<file path="src/rtl/line_window_ctrl.sv">
// Line-buffer sequencer: feeds a shift_taps buffer from a raster stream and qualifies its taps as vertical windows.
// Optional statistics (frame_cnt, err_restart) are enabled by defining LINE_WINDOW_CTRL_STATS_EN.
module line_window_ctrl #(
    parameter int width      = 8,
    parameter int IMG_WIDTH  = 640,
    parameter int IMG_HEIGHT = 480,
    parameter int WIN_ROWS   = 3,
    parameter int COL_W      = 10,
    parameter int ROW_W      = 9
) (
    input  logic             clock,
    input  logic             sclr,
    input  logic             s_valid,
    output logic             s_ready,
    input  logic [width-1:0] s_data,
    input  logic             s_sof,
    output logic             lb_clken,
    output logic [width-1:0] lb_shiftin,
    output logic             lb_sclr,
    output logic             m_valid,
    input  logic             m_ready,
    output logic [COL_W-1:0] m_col,
    output logic [ROW_W-1:0] m_row,
    output logic             m_sol,
    output logic             m_eol,
    output logic             m_eof,
    output logic             busy
`ifdef LINE_WINDOW_CTRL_STATS_EN
    ,
    output logic [15:0]      frame_cnt,
    output logic             err_restart
`endif
);

    typedef enum logic [1:0] {
        IDLE = 2'd0,
        FILL = 2'd1,
        RUN  = 2'd2,
        DONE = 2'd3
    } state_t;

    localparam logic [COL_W-1:0] COL_LAST      = COL_W'(IMG_WIDTH - 1);
    localparam logic [ROW_W-1:0] ROW_LAST      = ROW_W'(IMG_HEIGHT - 1);
    localparam logic [ROW_W-1:0] FILL_LAST_ROW = ROW_W'(WIN_ROWS - 2);

    state_t           state_r;
    state_t           state_next_s;
    logic [COL_W-1:0] col_r;
    logic [COL_W-1:0] col_next_s;
    logic [COL_W-1:0] col_adv_s;
    logic [ROW_W-1:0] row_r;
    logic [ROW_W-1:0] row_next_s;
    logic [ROW_W-1:0] row_adv_s;
    logic             accept_s;
    logic             clken_s;
    logic             restart_s;
    logic             emit_s;
    logic             line_end_s;
    logic             frame_end_s;

    // Input handshake: a shift is only allowed once any pending window has been taken.
    always_comb begin
        s_ready     = (state_r != DONE) & (~m_valid | m_ready);
        accept_s    = s_valid & s_ready;
        line_end_s  = (col_r == COL_LAST);
        frame_end_s = line_end_s & (row_r == ROW_LAST);
        restart_s   = accept_s & s_sof & ((state_r == FILL) | (state_r == RUN));
        emit_s      = accept_s & ~s_sof & (state_r == RUN);
    end

    // Raster position of the pixel following the one currently accepted.
    always_comb begin
        col_adv_s = col_r + COL_W'(1);
        row_adv_s = row_r;
        if (line_end_s) begin
            col_adv_s = {COL_W{1'b0}};
            row_adv_s = row_r + ROW_W'(1);
        end else begin
            col_adv_s = col_r + COL_W'(1);
        end
    end

    // Next-state and buffer-enable logic; an s_sof pixel inside a frame restarts it at (0,0).
    always_comb begin
        state_next_s = state_r;
        col_next_s   = col_r;
        row_next_s   = row_r;
        clken_s      = 1'b0;
        case (state_r)
            IDLE: begin
                if (accept_s && s_sof) begin
                    clken_s      = 1'b1;
                    state_next_s = FILL;
                    col_next_s   = COL_W'(1);
                    row_next_s   = {ROW_W{1'b0}};
                end else begin
                    state_next_s = IDLE;
                end
            end
            FILL: begin
                if (accept_s) begin
                    clken_s = 1'b1;
                    if (s_sof) begin
                        state_next_s = FILL;
                        col_next_s   = COL_W'(1);
                        row_next_s   = {ROW_W{1'b0}};
                    end else begin
                        col_next_s = col_adv_s;
                        row_next_s = row_adv_s;
                        if (line_end_s && (row_r == FILL_LAST_ROW)) begin
                            state_next_s = RUN;
                        end else begin
                            state_next_s = FILL;
                        end
                    end
                end else begin
                    state_next_s = FILL;
                end
            end
            RUN: begin
                if (accept_s) begin
                    clken_s = 1'b1;
                    if (s_sof) begin
                        state_next_s = FILL;
                        col_next_s   = COL_W'(1);
                        row_next_s   = {ROW_W{1'b0}};
                    end else if (frame_end_s) begin
                        state_next_s = DONE;
                        col_next_s   = {COL_W{1'b0}};
                        row_next_s   = {ROW_W{1'b0}};
                    end else begin
                        col_next_s = col_adv_s;
                        row_next_s = row_adv_s;
                    end
                end else begin
                    state_next_s = RUN;
                end
            end
            DONE: begin
                state_next_s = IDLE;
            end
            default: begin
                state_next_s = IDLE;
                col_next_s   = {COL_W{1'b0}};
                row_next_s   = {ROW_W{1'b0}};
            end
        endcase
    end

    // Buffer-side controls; reset also clears the buffer and blocks any shift.
    always_comb begin
        lb_clken   = clken_s & ~sclr;
        lb_sclr    = sclr | restart_s;
        lb_shiftin = s_data;
        busy       = (state_r != IDLE);
    end

    // State and raster counters.
    always_ff @(posedge clock) begin
        if (sclr) begin
            state_r <= IDLE;
            col_r   <= {COL_W{1'b0}};
            row_r   <= {ROW_W{1'b0}};
        end else begin
            state_r <= state_next_s;
            col_r   <= col_next_s;
            row_r   <= row_next_s;
        end
    end

    // Window qualifier; registered on the accept edge so it lines up with the updated taps.
    always_ff @(posedge clock) begin
        if (sclr) begin
            m_valid <= 1'b0;
            m_col   <= {COL_W{1'b0}};
            m_row   <= {ROW_W{1'b0}};
            m_sol   <= 1'b0;
            m_eol   <= 1'b0;
            m_eof   <= 1'b0;
        end else if (emit_s) begin
            m_valid <= 1'b1;
            m_col   <= col_r;
            m_row   <= row_r;
            m_sol   <= (col_r == {COL_W{1'b0}});
            m_eol   <= line_end_s;
            m_eof   <= frame_end_s;
        end else if (m_ready) begin
            m_valid <= 1'b0;
        end else begin
            m_valid <= m_valid;
        end
    end

`ifdef LINE_WINDOW_CTRL_STATS_EN
    // Frame counter and sticky restart flag.
    always_ff @(posedge clock) begin
        if (sclr) begin
            frame_cnt   <= 16'd0;
            err_restart <= 1'b0;
        end else begin
            if (emit_s && frame_end_s) begin
                frame_cnt <= frame_cnt + 16'd1;
            end
            if (restart_s) begin
                err_restart <= 1'b1;
            end
        end
    end
`endif

endmodule

</file>
<file path="config.mk">
export PLATFORM = sky130hd
export DESIGN_NAME = line_window_ctrl
export DESIGN_NICKNAME = d
export VERILOG_FILES = /design/src/rtl/line_window_ctrl.sv
export SDC_FILE = /design/constraint.sdc
export NUM_CORES = 1
export LEC_CHECK = 0
export BUFFER_PORTS_ARGS = -buffer_cell sky130_fd_sc_hd__buf_4
export CAP_MARGIN = 5
export CORE_MARGIN = 1
export CORE_UTILIZATION = 26
export DETAILED_ROUTE_END_ITERATION = 16
export PLACE_DENSITY = 0.58
export REMOVE_ABC_BUFFERS = 1
export SYNTH_ARGS = -nofsm -noshare
export SYNTH_HDL_FRONTEND = slang
export SYNTH_SLANG_ARGS = --single-unit
</file>
<file path="constraint.sdc">
create_clock -name clock -period 2.12 [get_ports clock]
set_input_delay 0.53 -clock clock [delete_from_list [all_inputs] [get_ports clock]]
set_output_delay 0.53 -clock clock [all_outputs]
set_load 0.03 [all_outputs]
</file>
# Word-level counts from Yosys, hierarchy flattened
# Index checks and enable logic that the tools add are counted.
# classes
n_addsub	2
n_eq_ne	11
muxes	29
n_bitwise	14
reduce_logical	9
# op_table
cell	count
10-bit two-way mux	7
9-bit two-way mux	7
10-bit case mux with 3 select lines	1
9-bit case mux with 3 select lines	1
2-bit two-way mux	6
10-bit by 1-bit adder with 10-bit output (second input constant)	1
10-bit == test (second input constant)	1
10-bit zero test	1
9-bit by 1-bit adder with 9-bit output (second input constant)	1
9-bit by 1-bit == test with 1-bit output (second input constant)	1
9-bit == test (second input constant)	1
1-bit bitwise AND	8
2-bit != test (second input constant)	4
2-bit case mux with 4 select lines	1
1-bit two-way mux	5
2-bit == test (second input constant)	2
4-bit != test (second input constant)	1
4-bit AND reduction	1
2-bit nonzero test	2
1-bit inverter	3
1-bit bitwise OR	3
3-bit nonzero test	1
2-bit by 1-bit == test with 1-bit output (second input constant)	1
1-bit logical AND	2
other kinds (3)	3
# totals
register_bits	44
input_bits	13
output_inout_bits	35
wordCells	74

# Logic depth before layout (Yosys ltp)
# depth
word_depth	8
mapped_depth	8
mapped_depth_nobuf	7

# Worst setup path before layout
# OpenSTA, ideal clock, no wires.
# synth_timing
kind	register to output
start	register state_r[0]
end	output lb_clken
t_arrival_ps	1959
t_required_ps	1590
path_slack_ps	-369
path_stages_with_launch	5
path_buffers	0
cell_sequence	dfxtp_1 ha_1 nand2b_1 nor2_1 nor4b_1
# synth_between
elab_chain_cells	7
word_cells_on_any_way	12
classes_between	eq/ne: 3; mux: 3; bitwise: 3; reduce/logical: 3
# synth_rtl
element	line	rtl
from (decl)	46	state_t state_r;
from (signal assigned)	165	state_r <= state_next_s;
2-bit != test	63	s_ready = (state_r != DONE) & (~m_valid | m_ready);
1-bit bitwise AND	63	
1-bit bitwise AND	64	accept_s = s_valid & s_ready;
1-bit logical AND	91	if (accept_s && s_sof) begin
1-bit two-way mux	91	
1-bit case mux with 2 select lines *	89	case (state_r)
1-bit bitwise AND *	152	lb_clken = clken_s & ~sclr;
to (decl)	17	output logic lb_clken,
# Mark *: on every way between the ends. The rest lies on a longest branch, timed or not.

# Final worst setup path
# layout_timing
start	register state_r[1]
end	output lb_sclr
# layout_between
elab_chain_cells	6
word_cells_on_any_way	9
classes_between	eq/ne: 3; bitwise: 6
# layout_rtl
element	line	rtl
2-bit != test	63	
1-bit bitwise AND	63	
1-bit bitwise AND	64	
1-bit bitwise AND	67	restart_s = accept_s & s_sof & ((state_r == FILL) | (state_r == RUN));
1-bit bitwise AND *	67	
1-bit bitwise OR *	153	lb_sclr = sclr | restart_s;
to (decl)	19	output logic lb_sclr,
# Marked as above.

==> run_results.csv <==
group,metric,value,unit
final_layout,area_delta_synth_final,31.8,%
final_layout,num_antenna_cells,0,
setup_path,slowest_stage,"dfxtp_4",
final_layout,drive_gt1_share,28.2,%
setup_path,reg2reg_from,"col_r[9]",
setup_path,arrival,1520,ps
sta,fin_crit,2050,ps
pwr,p_int,1.29,mW
global_route,grt_max_degree,31,
yosys,synth_top_cell_area_share,38.9,%
setup_path,r2r_slack,70,ps
route,wirelength,5.99,mm
setup_path,regToRegEndpoint,"state_r[0]",
placement,hpwlAfterDp,4.47,mm
hold_path,hold_path.class,"flop to flop",
yosys,syn_inst,287,
setup_path,r2r_cells,5,
clock_network,root_buffer,"clkbuf_8",
sta,finalClockSkew,3.77,ps
pwr,p_total,1.65,mW
clock_network,ctsHoldBuffers,0,
route,via_count,2141,
floorplan,start_util,27.2,%
final_layout,stdcell_area,2990,um^2
floorplan,num_rows,33,
route,met1_length,2.78,mm
final_layout,multiInputGateArea,1280,um^2
global_route,grt_antenna_before_repair,0,
placement,place_congestion,0.879,
yosys,synthFlopType,"dfxtp_1",
hold_path,worstHoldPathCells,2,
yosys,yosysTopAreaCell,"dfxtp_1",
yosys,synth_area_per_cell,7.89,um^2
route,firstDrtPassIters,4,
pwr,switchingPower,0.365,mW
clock_network,worstSkewPairLatency,300,ps
floorplan,die_y,95.3,um
route,route.met3.wl,269,um
placement,dpl-instance-area,2770,um^2
floorplan,pin_count,48,
setup_path,setup.worst_path.end_class,"primary output",
sta,slew_violations,0,
final_layout,final_common_cell,"buf_4",
route,drc,0,
global_route,grt_pass1_wl,9.80,mm
yosys,synthTopCellsByArea,"dfxtp_1, nand2_1, a21oi_1, ha_1, nor2_1",
pwr,p_leak,1.12,nW
clock_network,cts_tree,"built",
clock_network,numCtsBuffers,5,
global_route,grt_pass1_vias,2084,
sta,slew_headroom,64.6,%
outcome,status,"complete, no violations",
clock_network,htree_levels,2,
yosys,yosys_warnings,0,
final_layout,seq_area,888,um^2
yosys,synthArstFlopShare,0,%
clock_network,path_clk_slew,80,ps
setup_path,cp_top_family,"simple AND/OR/NAND/NOR gates",
yosys,synth-seq-cells,44,
pwr,switching_share,22.0,%
floorplan,fp.dieW,95.3,um
route,viasPerCell,4.81,
route,highest_layer,"met4",
pwr,p_clk_share,42.9,%
setup_path,critical_path_class,"flop to primary output",
route,ant_nets,0,
final_layout,final_util,35.8,%
sta,fmaxAchievable,488,MHz
pwr,p_per_area,554,nW/um^2
setup_path,cpPeakStageDelay,370,ps
final_layout,nNetsFinal,361,
run,cap_violations,0,
sta,worst_slew_pin_slew,526,ps
sta,final.period_utilization,96.7,%
yosys,synth_edf_count,0,
pwr,comb_power_share,7.0,%
setup_path,path_max_fanout,4,
clock_network,cts.path.max_buffers,2,
placement,dp_cells,434,
clock_network,cts_sinks,44,
yosys,yosysUniqueCellTypes,50,
pwr,ir_drop,0.263,mV
yosys,ys_seq_area_share,38.9,%
floorplan,core_area,8340,um^2
sta,rsz0062_at_grt,"yes",
setup_path,start_kind,"flop",
hold_path,min_from,"m_row[4]",
global_route,overflow,0,
setup_path,cp_cell_sequence,"ha_4 -> nand2b_4 -> nor2_4 -> nand2_1 -> o21ai_1 -> buf_4",
pwr,pwr-share-seq,50.1,%
route,route.met2.wl,2.86,mm
setup_path,crit_required,1590,ps
setup_path,crit_buf_inv,1,
placement,io_buffer_count,31,
global_route,grtUsageTotal,14.0,%
final_layout,finalNonFillerCells,445,
final_layout,layout.cells.most_common_list,"buf_4, nand2_1, dfxtp_1, a21oi_1, nor2_1",
sta,hold_viol,0,
route,wl_per_cell,13.5,um
floorplan,die_area,9090,um^2
sta,setup_viol,0,
hold_path,hold_path_end,"m_row[4]",
route,drtIter0Drc,60,
yosys,syn_area,2260,um^2
final_layout,fillers,893,
kinds of logic after synthesis:
kind of cell | count (synthesis) | share of synthesized area (%)
multiplexers | 2 | 0.939
adder cells (fa/ha/maj) | 9 | 4.97
buffers and inverters | 35 | 7.29
XOR/XNOR | 7 | 2.71
flip-flops | 44 | 38.9
AND/OR/NAND/NOR | 132 | 29.1
AO/OA/AOI/OAI | 58 | 16.1
power by group through the flow:
stage | Combinational, mW | Sequential (mW) | Clock (mW)
floorplan | 0.0469 | 0.851 | 0
global placement | 0.101 | 0.850 | 0
detailed placement | 0.102 | 0.850 | 0
CTS | 0.108 | 0.831 | 0.731
global route | 0.126 | 0.830 | 0.781
finish | 0.116 | 0.829 | 0.711
state kept, by name (all words and copies together), names as in the netlist:
name,flops
col_r,10
m_col,10
m_row,9
row_r,9
state_r,2
m_eof,1
m_eol,1
m_sol,1
m_valid,1
metal layers:
metal,up-vias,global-route usage [%]
met3,6,3.51
met5,-,0
met4,0,5.56
met2,55,23.3
met1,981,17.2
li1,1099,-
cells in the mapped netlist, types with 2 or more instances:
master,instances
o21ai_0,9
nand2b_1,4
xnor2_1,4
nor4b_1,2
xor2_1,3
buf_4,8
dfxtp_1,44
nand4_1,7
nor3b_1,2
and3_1,3
a31oi_1,2
nand3b_1,2
and2_1,2
nor3_1,10
ha_1,9
nand3_1,6
or3_1,4
buf_2,3
inv_1,10
a21oi_1,31
nand2_1,58
a41oi_1,2
nor4_1,4
nor2b_1,3
nor2_1,17
clkbuf_1,14
through the flow:
| stage | setup WS (ps) | hold WS [ps] | setup TNS [ps] |
|---|---|---|---|
| after floorplan | -369 | 456 | -3600 |
| after global placement | 100 | 443 | 0 |
| after detailed placement | 36.5 | 448 | 0 |
| after CTS | 1.02 | 460 | 0 |
| after global routing | -13.0 | 467 | -24.0 |
| final | 70.4 | 457 | 0 |
timing repair:
item,CTS,global route
pin swaps,1,1
resized for setup,9,7
setup buffers,0,3
endpoints found under the setup margin,2,14
worst max-delay path by stage:
stage,from,endpoint,slack [ps],depth (start not counted)
CTS,state_r[0],lb_clken,1,5
floorplan,state_r[0],lb_clken,-370,4
detailed placement,state_r[0],col_r[3],40,8
finish,state_r[1],lb_sclr,70,6
global route,col_r[9],state_r[0],-10,5
global placement,s_sof,state_r[0],100,6
layout make-up:
type | count | share of cell area [%]
multi-input cells | 208 | 42.7
flip-flops and latches | 44 | 29.8
repair buffers | 70 | 17.6
well taps | 105 | 4.40
clock buffers | 7 | 3.23
inverters | 10 | 1.26
clock inverters | 1 | 1.01
worst reg2reg max path, stage by stage, from the launching register on:
cell	delay, ps
dfxtp_1	330
or3b_4	390
or4_4	540
o31a_1	310
buf_4	150
a211oi_1	220
(Power assumes the default switching activity.)
